[src/rtl/ghost_controller_pkg.sv]
// ghost_controller_pkg
//   Maze-wide constants and helpers shared by the ghost, the player movement
//   logic and the draw logic: heading encodings, corridor lane positions,
//   coordinate widths, the position payload and small lane/heading helpers.
package ghost_controller_pkg;

  // Screen coordinate widths
  localparam int unsigned X_W = 10;
  localparam int unsigned Y_W = 9;

  // Corridor lane centres, identical on both axes
  localparam int unsigned LANE_LO  = 50;
  localparam int unsigned LANE_MID = 220;
  localparam int unsigned LANE_HI  = 390;

  // Galois feedback taps for the 8-bit right-shifting LFSR
  localparam logic [7:0] LFSR_MASK = 8'hB8;

  // Heading encoding; index order doubles as the exit scan order
  typedef logic [1:0] dir_t;
  localparam dir_t DIR_UP    = 2'd0;
  localparam dir_t DIR_LEFT  = 2'd1;
  localparam dir_t DIR_DOWN  = 2'd2;
  localparam dir_t DIR_RIGHT = 2'd3;

  // Sprite centre position as passed to the draw logic
  typedef struct packed {
    logic [X_W-1:0] x;
    logic [Y_W-1:0] y;
  } pos_t;

  // True when a coordinate sits exactly on one of the three lanes
  function automatic logic on_lane(input logic [X_W-1:0] v);
    return (v == X_W'(LANE_LO)) || (v == X_W'(LANE_MID)) || (v == X_W'(LANE_HI));
  endfunction

  // Opposite heading: UP<->DOWN, LEFT<->RIGHT differ only in bit 1
  function automatic dir_t dir_reverse(input dir_t d);
    return d ^ 2'b10;
  endfunction

  // First set bit of ok, scanning cyclically upward from index start
  function automatic dir_t scan_exits(input logic [3:0] ok, input dir_t start);
    dir_t idx;
    dir_t pick;
    pick = start;
    for (int i = 3; i >= 0; i--) begin
      idx = start + 2'(i);
      if (ok[idx]) pick = idx;
    end
    return pick;
  endfunction

endpackage

[src/rtl/ghost_lfsr8.sv]
// ghost_lfsr8
//   8-bit Galois LFSR, right shifting, taps from LFSR_MASK. Advances one
//   state per cycle while en is high and reloads SEED on reset.
// Ports
//   clk    in   clock
//   reset  in   asynchronous, active-high
//   en     in   advance one state this cycle
//   q      out  current LFSR state (registered)
module ghost_lfsr8
  import ghost_controller_pkg::*;
#(
  parameter logic [7:0] SEED = 8'hA5
) (
  input  logic       clk,
  input  logic       reset,
  input  logic       en,
  output logic [7:0] q
);

  // Shift right; the bit falling out of q[0] injects the tap pattern
  always_ff @(posedge clk or posedge reset) begin
    if (reset) begin
      q <= SEED;
    end else if (en) begin
      q <= {1'b0, q[7:1]} ^ (q[0] ? LFSR_MASK : 8'h00);
    end
  end

endmodule

[src/rtl/ghost_controller.sv]
// ghost_controller
//   Autonomous maze ghost. Walks the three-lane corridor grid one STEP per
//   TICK_DIV clocks, turning only at lane intersections. Turns chase the
//   player or, when the LFSR says so, pick a pseudo-random exit.
// Ports
//   clk        in   board clock
//   reset      in   asynchronous, active-high
//   run        in   1 = move; 0 = freeze divider, position and LFSR
//   pac_x      in   player centre x
//   pac_y      in   player centre y
//   ghost_x    out  ghost centre x (registered)
//   ghost_y    out  ghost centre y (registered)
//   ghost_dir  out  heading 0 UP, 1 LEFT, 2 DOWN, 3 RIGHT (registered)
//   step_stb   out  high for the cycle in which ghost_x/y have just changed
//   collide    out  registered ghost/player overlap flag
module ghost_controller
  import ghost_controller_pkg::*;
#(
  parameter int unsigned TICK_DIV = 10_000_000,
  parameter int unsigned STEP     = 10,
  parameter int unsigned START_X  = 390,
  parameter int unsigned START_Y  = 390,
  parameter int unsigned HIT_R    = 11,
  parameter logic [7:0]  SEED     = 8'hA5
) (
  input  logic           clk,
  input  logic           reset,
  input  logic           run,
  input  logic [X_W-1:0] pac_x,
  input  logic [Y_W-1:0] pac_y,
  output logic [X_W-1:0] ghost_x,
  output logic [Y_W-1:0] ghost_y,
  output logic [1:0]     ghost_dir,
  output logic           step_stb,
  output logic           collide
);

  localparam int unsigned DIV_W = (TICK_DIV > 1) ? $clog2(TICK_DIV) : 1;
  localparam logic [DIV_W-1:0] DIV_LAST = DIV_W'(TICK_DIV - 1);
  localparam int unsigned DX_W = X_W + 1;
  localparam int unsigned DY_W = Y_W + 1;

  logic [X_W-1:0]   pac_x_q;
  logic [Y_W-1:0]   pac_y_q;
  logic [DIV_W-1:0] div_cnt;
  logic [7:0]       lfsr;
  logic             fire;

  logic             at_cross;
  logic [3:0]       legal;
  logic [3:0]       allowed;
  dir_t             rev;

  logic signed [DX_W-1:0] dx;
  logic signed [DY_W-1:0] dy;
  logic [DX_W-1:0]  adx;
  logic [DY_W-1:0]  ady;
  dir_t             dir_h;
  dir_t             dir_v;
  dir_t             prim_dir;
  dir_t             sec_dir;
  logic             prim_valid;
  logic             sec_valid;
  dir_t             first_dir;
  dir_t             rnd_dir;
  dir_t             chase_dir;
  logic             chase_mode;
  dir_t             new_dir;
  pos_t             pos_next;
  logic             hit;
  logic             unused_lfsr_hi;

  // Step fires on the edge that would wrap the divider, only while running
  assign fire = run && (div_cnt == DIV_LAST);

  ghost_lfsr8 #(
    .SEED (SEED)
  ) u_lfsr (
    .clk   (clk),
    .reset (reset),
    .en    (fire),
    .q     (lfsr)
  );

  // Only lfsr[3:0] steers the chooser
  assign unused_lfsr_hi = ^lfsr[7:4];

  // Intersection detect and exits that stay inside the 50..390 box
  assign at_cross = on_lane(ghost_x) && on_lane({1'b0, ghost_y});
  assign rev      = dir_reverse(ghost_dir);
  assign legal    = {ghost_x < X_W'(LANE_HI),    // RIGHT
                     ghost_y < Y_W'(LANE_HI),    // DOWN
                     ghost_x > X_W'(LANE_LO),    // LEFT
                     ghost_y > Y_W'(LANE_LO)};   // UP

  // Drop the reversal unless it is the only way out (a dead-end corner)
  always_comb begin
    allowed = legal & ~(4'b0001 << rev);
    if (allowed == 4'b0000) allowed = legal;
  end

  // Signed offsets to the player and their magnitudes
  assign dx  = $signed({1'b0, pac_x_q}) - $signed({1'b0, ghost_x});
  assign dy  = $signed({1'b0, pac_y_q}) - $signed({1'b0, ghost_y});
  assign adx = dx[DX_W-1] ? $unsigned(-dx) : $unsigned(dx);
  assign ady = dy[DY_W-1] ? $unsigned(-dy) : $unsigned(dy);

  assign dir_h = dx[DX_W-1] ? DIR_LEFT : DIR_RIGHT;
  assign dir_v = dy[DY_W-1] ? DIR_UP   : DIR_DOWN;

  assign first_dir  = scan_exits(allowed, DIR_UP);
  assign rnd_dir    = scan_exits(allowed, lfsr[3:2]);
  assign chase_mode = (lfsr[1:0] != 2'b00);

  // Chase: larger-offset axis first (ties horizontal), then the other axis,
  // then the fixed-order fallback. A zero offset gives no toward direction.
  always_comb begin
    prim_dir   = dir_h;
    prim_valid = (dx != '0);
    sec_dir    = dir_v;
    sec_valid  = (dy != '0);
    if (adx < {1'b0, ady}) begin
      prim_dir   = dir_v;
      prim_valid = (dy != '0);
      sec_dir    = dir_h;
      sec_valid  = (dx != '0);
    end
    chase_dir = first_dir;
    if (sec_valid && allowed[sec_dir])   chase_dir = sec_dir;
    if (prim_valid && allowed[prim_dir]) chase_dir = prim_dir;
  end

  // Heading for this step and the position one STEP along it
  always_comb begin
    new_dir = ghost_dir;
    if (at_cross) new_dir = chase_mode ? chase_dir : rnd_dir;
    pos_next.x = ghost_x;
    pos_next.y = ghost_y;
    case (new_dir)
      DIR_UP:    pos_next.y = ghost_y - Y_W'(STEP);
      DIR_LEFT:  pos_next.x = ghost_x - X_W'(STEP);
      DIR_DOWN:  pos_next.y = ghost_y + Y_W'(STEP);
      default:   pos_next.x = ghost_x + X_W'(STEP);
    endcase
  end

  assign hit = (adx < DX_W'(HIT_R)) && (ady < DY_W'(HIT_R));

  // Player sampling, collision flag, step divider and ghost state
  always_ff @(posedge clk or posedge reset) begin
    if (reset) begin
      pac_x_q   <= '0;
      pac_y_q   <= '0;
      collide   <= 1'b0;
      step_stb  <= 1'b0;
      div_cnt   <= '0;
      ghost_x   <= X_W'(START_X);
      ghost_y   <= Y_W'(START_Y);
      ghost_dir <= DIR_LEFT;
    end else begin
      pac_x_q  <= pac_x;
      pac_y_q  <= pac_y;
      collide  <= hit;
      step_stb <= fire;
      if (run) div_cnt <= fire ? '0 : div_cnt + DIV_W'(1);
      if (fire) begin
        ghost_x   <= pos_next.x;
        ghost_y   <= pos_next.y;
        ghost_dir <= new_dir;
      end
    end
  end

endmodule
[config.mk]
export PLATFORM = sky130hd
export DESIGN_NAME = ghost_controller
export DESIGN_NICKNAME = d
export VERILOG_FILES = /design/src/rtl/ghost_controller_pkg.sv /design/src/rtl/ghost_lfsr8.sv /design/src/rtl/ghost_controller.sv
export SDC_FILE = /design/constraint.sdc
export NUM_CORES = 1
export LEC_CHECK = 0
export ABC_CLOCK_PERIOD_IN_PS = 18600
export BUFFER_PORTS_ARGS = -buffer_cell sky130_fd_sc_hd__buf_2
export CAP_MARGIN = 40
export CORE_ASPECT_RATIO = 0.9
export CORE_MARGIN = 10
export CORE_UTILIZATION = 64
export CTS_CLUSTER_SIZE = 25
export DETAILED_ROUTE_END_ITERATION = 8
export PLACE_DENSITY = 0.85
export REMOVE_ABC_BUFFERS = 1
export SLEW_MARGIN = 15
export SYNTH_ARGS = -nofsm -noshare
export SYNTH_HDL_FRONTEND = slang
export SYNTH_SLANG_ARGS = --single-unit
[constraint.sdc]
create_clock -name clk -period 18.6 [get_ports clk]
set_input_delay 0.93 -clock clk [delete_from_list [all_inputs] [get_ports clk]]
set_output_delay 0.93 -clock clk [all_outputs]
set_load 0.005 [all_outputs]
==> Implementation_results.wiki <==
{| class="wikitable"
! Metric !! Value
|-
| Number of enable flip-flop cells after synthesis || 0
|-
| Worst skew pair latency || 0.36 ns
|-
| Remaining antenna violation count || 0
|-
| Setup TNS after final layout || 0 ns
|-
| Number of input and output port buffers inserted || 42
|-
| Row Count || 31
|-
| Routed via count divided by cell count || roughly 6.1
|-
| Layout Skew || about 0.013 ns
|-
| Overall global routing resource usage || approximately a fifth
|-
| Setup crit end kind || flip-flop
|-
| Clk pin slew, worst setup/hold paths || around 0.080 ns
|-
| Yosys reg bits || 72
|-
| Cell family with the largest share of critical-path delay || compound AO/OA/AOI/OAI gates
|-
| Post-cts resize count || 0
|-
| Remaining routing DRC violations || 0
|-
| Commonest register cell after synthesis || sky130_fd_sc_hd__dfrtp_1
|-
| Leading cell types by total area after synthesis || sky130_fd_sc_hd__dfrtp_1 28%, sky130_fd_sc_hd__ha_1 9.8%, sky130_fd_sc_hd__dfstp_2 6.5%
|-
| Setup violations, final || 0
|-
| Largest fanout on the critical path || 8
|-
| Global-route wire length before repair || between 20 and 25 mm
|-
| Number of max-cap violations || 0
|-
| Post-synthesis cell area || 5251 µm²
|-
| DPL Wire Length || a little over 9 mm
|-
| CTS tree || yes
|-
| Peak ir drop on the vdd network || about 44 µV
|-
| GP Congestion || 0.8715
|-
| Number of diodes || 0
|-
| Count of endpoints failing hold in the final timing report || 0
|-
| Area enclosed by the die boundary || between 10000 and 15000 µm²
|-
| Number of distinct library cell variants in the gate-level netlist after synthesis || approximately 70
|-
| Remaining max-slew budget at the tightest pin || between 50 and 60%
|-
| Yosys synthesis warning count || 0
|-
| Effective utilization at floorplan || 65.40%
|-
| Critical path buffers and inverters || 2
|-
| Routed len/inst || ~17 µm
|-
| Post-route cell area || just under 6000 µm²
|-
| Number of search-and-repair iterations in the first detailed-routing pass || 5
|-
| Post-synthesis instance total || between 500 and 600
|-
| Min Clock Period, post-route || approximately 7 ns
|-
| Ratio of final minimum period to clock period || a little under two fifths
|-
| Commonest cells after routing, fill and taps aside || 59 x sky130_fd_sc_hd__nor2_1, 59 x sky130_fd_sc_hd__dfrtp_1, 46 x sky130_fd_sc_hd__nand2_1, 42 x sky130_fd_sc_hd__buf_2, 41 x sky130_fd_sc_hd__ha_1
|-
| Class of the tightest hold or removal check || reg2reg
|-
| H-tree levels || 3
|-
| Startpoint kind of the worst setup timing path || flip-flop
|-
| Routed via count || between 4000 and 5000
|-
| Vertical die dimension || approximately 110 µm
|-
| Synth top area share || 28.12%
|-
| Nets@finish || approximately 690
|-
| Via count of the first global-routing pass || 4363
|-
| Cell taking the most area after synthesis || sky130_fd_sc_hd__dfrtp_1
|-
| Power density relative to cell area || about 68 nW/µm²
|-
| Final design utilization || between 70% and 80%
|-
| Width of the chip || roughly 120 µm
|-
| CP max stage cell || sky130_fd_sc_hd__dfstp_2
|-
| Critical path arrival || around 7.3 ns
|-
| Layout cell share with drive strength beyond 1 || between 15 and 20%
|-
| RSZ-0062 raised after global routing || false
|-
| Number of buffers inserted during clock tree synthesis || 9
|-
| Buffer levels on the longest clock path || 2
|-
| Average size of a mapped cell || roughly 9 µm²
|-
| Initial antenna violation count || 0
|-
| Number of top-level pins || 45
|-
| Remaining global-route overflow || 0
|-
| Critical path's largest stage delay || 0.65 ns
|-
| Share of the yosys chip area belonging to registers || between 30 and 40%
|-
| Most frequent cell on the critical path || sky130_fd_sc_hd__a21oi_1
|-
| Area post-placement || 5582 µm²
|-
| Proportion of register bits with asynchronous set or reset after synthesis || between 90% and 100%
|-
| Floorplan core area || approximately 8000 µm²
|-
| Result of the run || finished clean
|-
| Routed wire length || ~12 mm
|-
| Data required time of the worst path || between 15 and 20 ns
|-
| Area growth from synthesis to layout || 10.91%
|-
| Class of the most critical setup path || reg2reg
|-
| Worst Max-Slew Pin Slew || 0.6610 ns
|-
| Maximum number of pins on one net before global-route repair || 54
|-
| First-iteration detailed-routing DRC count || between 300 and 400
|-
| Final-report max-slew violation count || 0
|-
| Static Leakage || roughly 2.7 nW
|-
| Buffer type at the clock tree root || sky130_fd_sc_hd__clkbuf_8
|-
| Sink Count || 72
|-
| FMAX || between 100 and 150 MHz
|-
| Count of hold-fix buffers inserted at cts || 0
|-
| Post-CTS Setup Inserts || 0
|}
-- power by group --
part,internal (W),switching [W]
clock,0.0000901,0.0000646
sequential,0.000166,0.0000107
combinational,0.0000279,0.0000354
total,0.000284,0.000111
-- through the flow --
step / cells / total power [W] / worst slack [ns] / hold WS (ns)
after floorplan: 571 / 0.0002260 / 12.43 / 0.4535
after global placement: 714 / 0.0002375 / 11.99 / 0.4769
after detailed placement: 715 / 0.0002407 / 11.63 / 0.4839
after CTS: 731 / 0.0003953 / 11.59 / 0.4998
after global routing: 731 / 0.0004129 / 11.04 / 0.5261
final: 731 / 0.0003945 / 11.56 / 0.5064
-- layer usage --
| metal | track usage (%) | vias to the layer above | part of all wire (%) |
|---|---|---|---|
| met3 | 5.790 | 18 | 6.4 |
| met1 | 26.56 | 2149 | 45 |
| met2 | 32.18 | 151 | 47 |
| met4 | 5.063 | 0 | 1.3 |
| li1 | - | 2176 | - |
| met5 | 0 | - | 0 |
-- registers in the layout, indices dropped and copies added, names as in the netlist --
register   count
div_cnt       24
pac_x_q       10
ghost_x        9
pac_y_q        9
ghost_y        8
u_lfsr.q       8
ghost_dir      2
collide        1
step_stb       1
-- final timing paths --
path	from	endpoint	slack (ns)	cells past startpoint
setup / recovery	ghost_y[1]	ghost_x[9]	11.56	31
hold / removal	div_cnt[11]	div_cnt[11]	0.51	1
setup reg to reg	ghost_y[1]	ghost_x[9]	11.56	31
hold reg to reg	div_cnt[11]	div_cnt[11]	0.51	1
max in group asynchronous	reset	ghost_x[7]	17.40	4
min in group asynchronous	reset	collide	0.59	3
-- logic make-up (layout without fill, tap and decap cells) --
group | after synthesis | count (layout) | share of synthesized area, %
flops | 72 | 72 | 34.62
xor+xnor | 63 | 63 | 10.65
fa+ha+maj | 45 | 45 | 11.29
simple gates | 199 | 199 | 18.82
other cells | 1 | 2 | 0.07141
mux | 12 | 12 | 2.549
compound gates | 140 | 140 | 18.23
buf+inv | 48 | 99 | 3.765
-- cell usage after synthesis, types with 3 or more instances --
library cell and instances:
sky130_fd_sc_hd__nor2_1 59, sky130_fd_sc_hd__o31a_1 3, sky130_fd_sc_hd__nor4_1 10, sky130_fd_sc_hd__and3_1 4, sky130_fd_sc_hd__mux2i_1 4, sky130_fd_sc_hd__inv_1 38
sky130_fd_sc_hd__dfstp_2 13, sky130_fd_sc_hd__a211oi_1 4, sky130_fd_sc_hd__o21ai_0 20, sky130_fd_sc_hd__nand2_1 46, sky130_fd_sc_hd__o21a_1 6, sky130_fd_sc_hd__a31oi_1 6
sky130_fd_sc_hd__or2_2 4, sky130_fd_sc_hd__o21ai_1 6, sky130_fd_sc_hd__o21bai_1 7, sky130_fd_sc_hd__or3_1 6, sky130_fd_sc_hd__dfrtp_1 59, sky130_fd_sc_hd__fa_1 4
sky130_fd_sc_hd__a21o_1 16, sky130_fd_sc_hd__o211ai_1 7, sky130_fd_sc_hd__nand2b_1 6, sky130_fd_sc_hd__a21oi_1 35, sky130_fd_sc_hd__nor3_1 11, sky130_fd_sc_hd__a211o_1 3
sky130_fd_sc_hd__nand3b_1 3, sky130_fd_sc_hd__xnor2_1 38, sky130_fd_sc_hd__mux2_2 7, sky130_fd_sc_hd__and2_1 3, sky130_fd_sc_hd__clkbuf_1 3, sky130_fd_sc_hd__nor4b_1 3
sky130_fd_sc_hd__xor2_1 24, sky130_fd_sc_hd__nand3_1 14, sky130_fd_sc_hd__nand4_1 14, sky130_fd_sc_hd__ha_1 41, sky130_fd_sc_hd__nor3b_1 4
-- final cells by class --
| class | instances | area [µm²] |
|---|---|---|
| multi-input combinational | 461 | 3244 |
| fill | 602 | 2205 |
| sequential | 72 | 1818 |
| timing repair buffer | 45 | 252.7 |
| inverter | 38 | 142.6 |
| clock buffer | 10 | 127.6 |
| tap | 99 | 123.9 |
| clock inverter | 6 | 115.1 |
-- worst register-to-register path: cells and delay by family, from the launching register on --
family                     cells  cell delay (ns)
muxes                          1             0.11
adders and majority gates      4             1.31
xor gates and xnor gates       2             0.36
AOI/OAI and AO/OA             17             3.53
and+or+nand+nor                5             0.76
DFF                            1             0.65
buffers and inverters          2             0.20
Note: power is estimated with default switching activity, not from simulation.
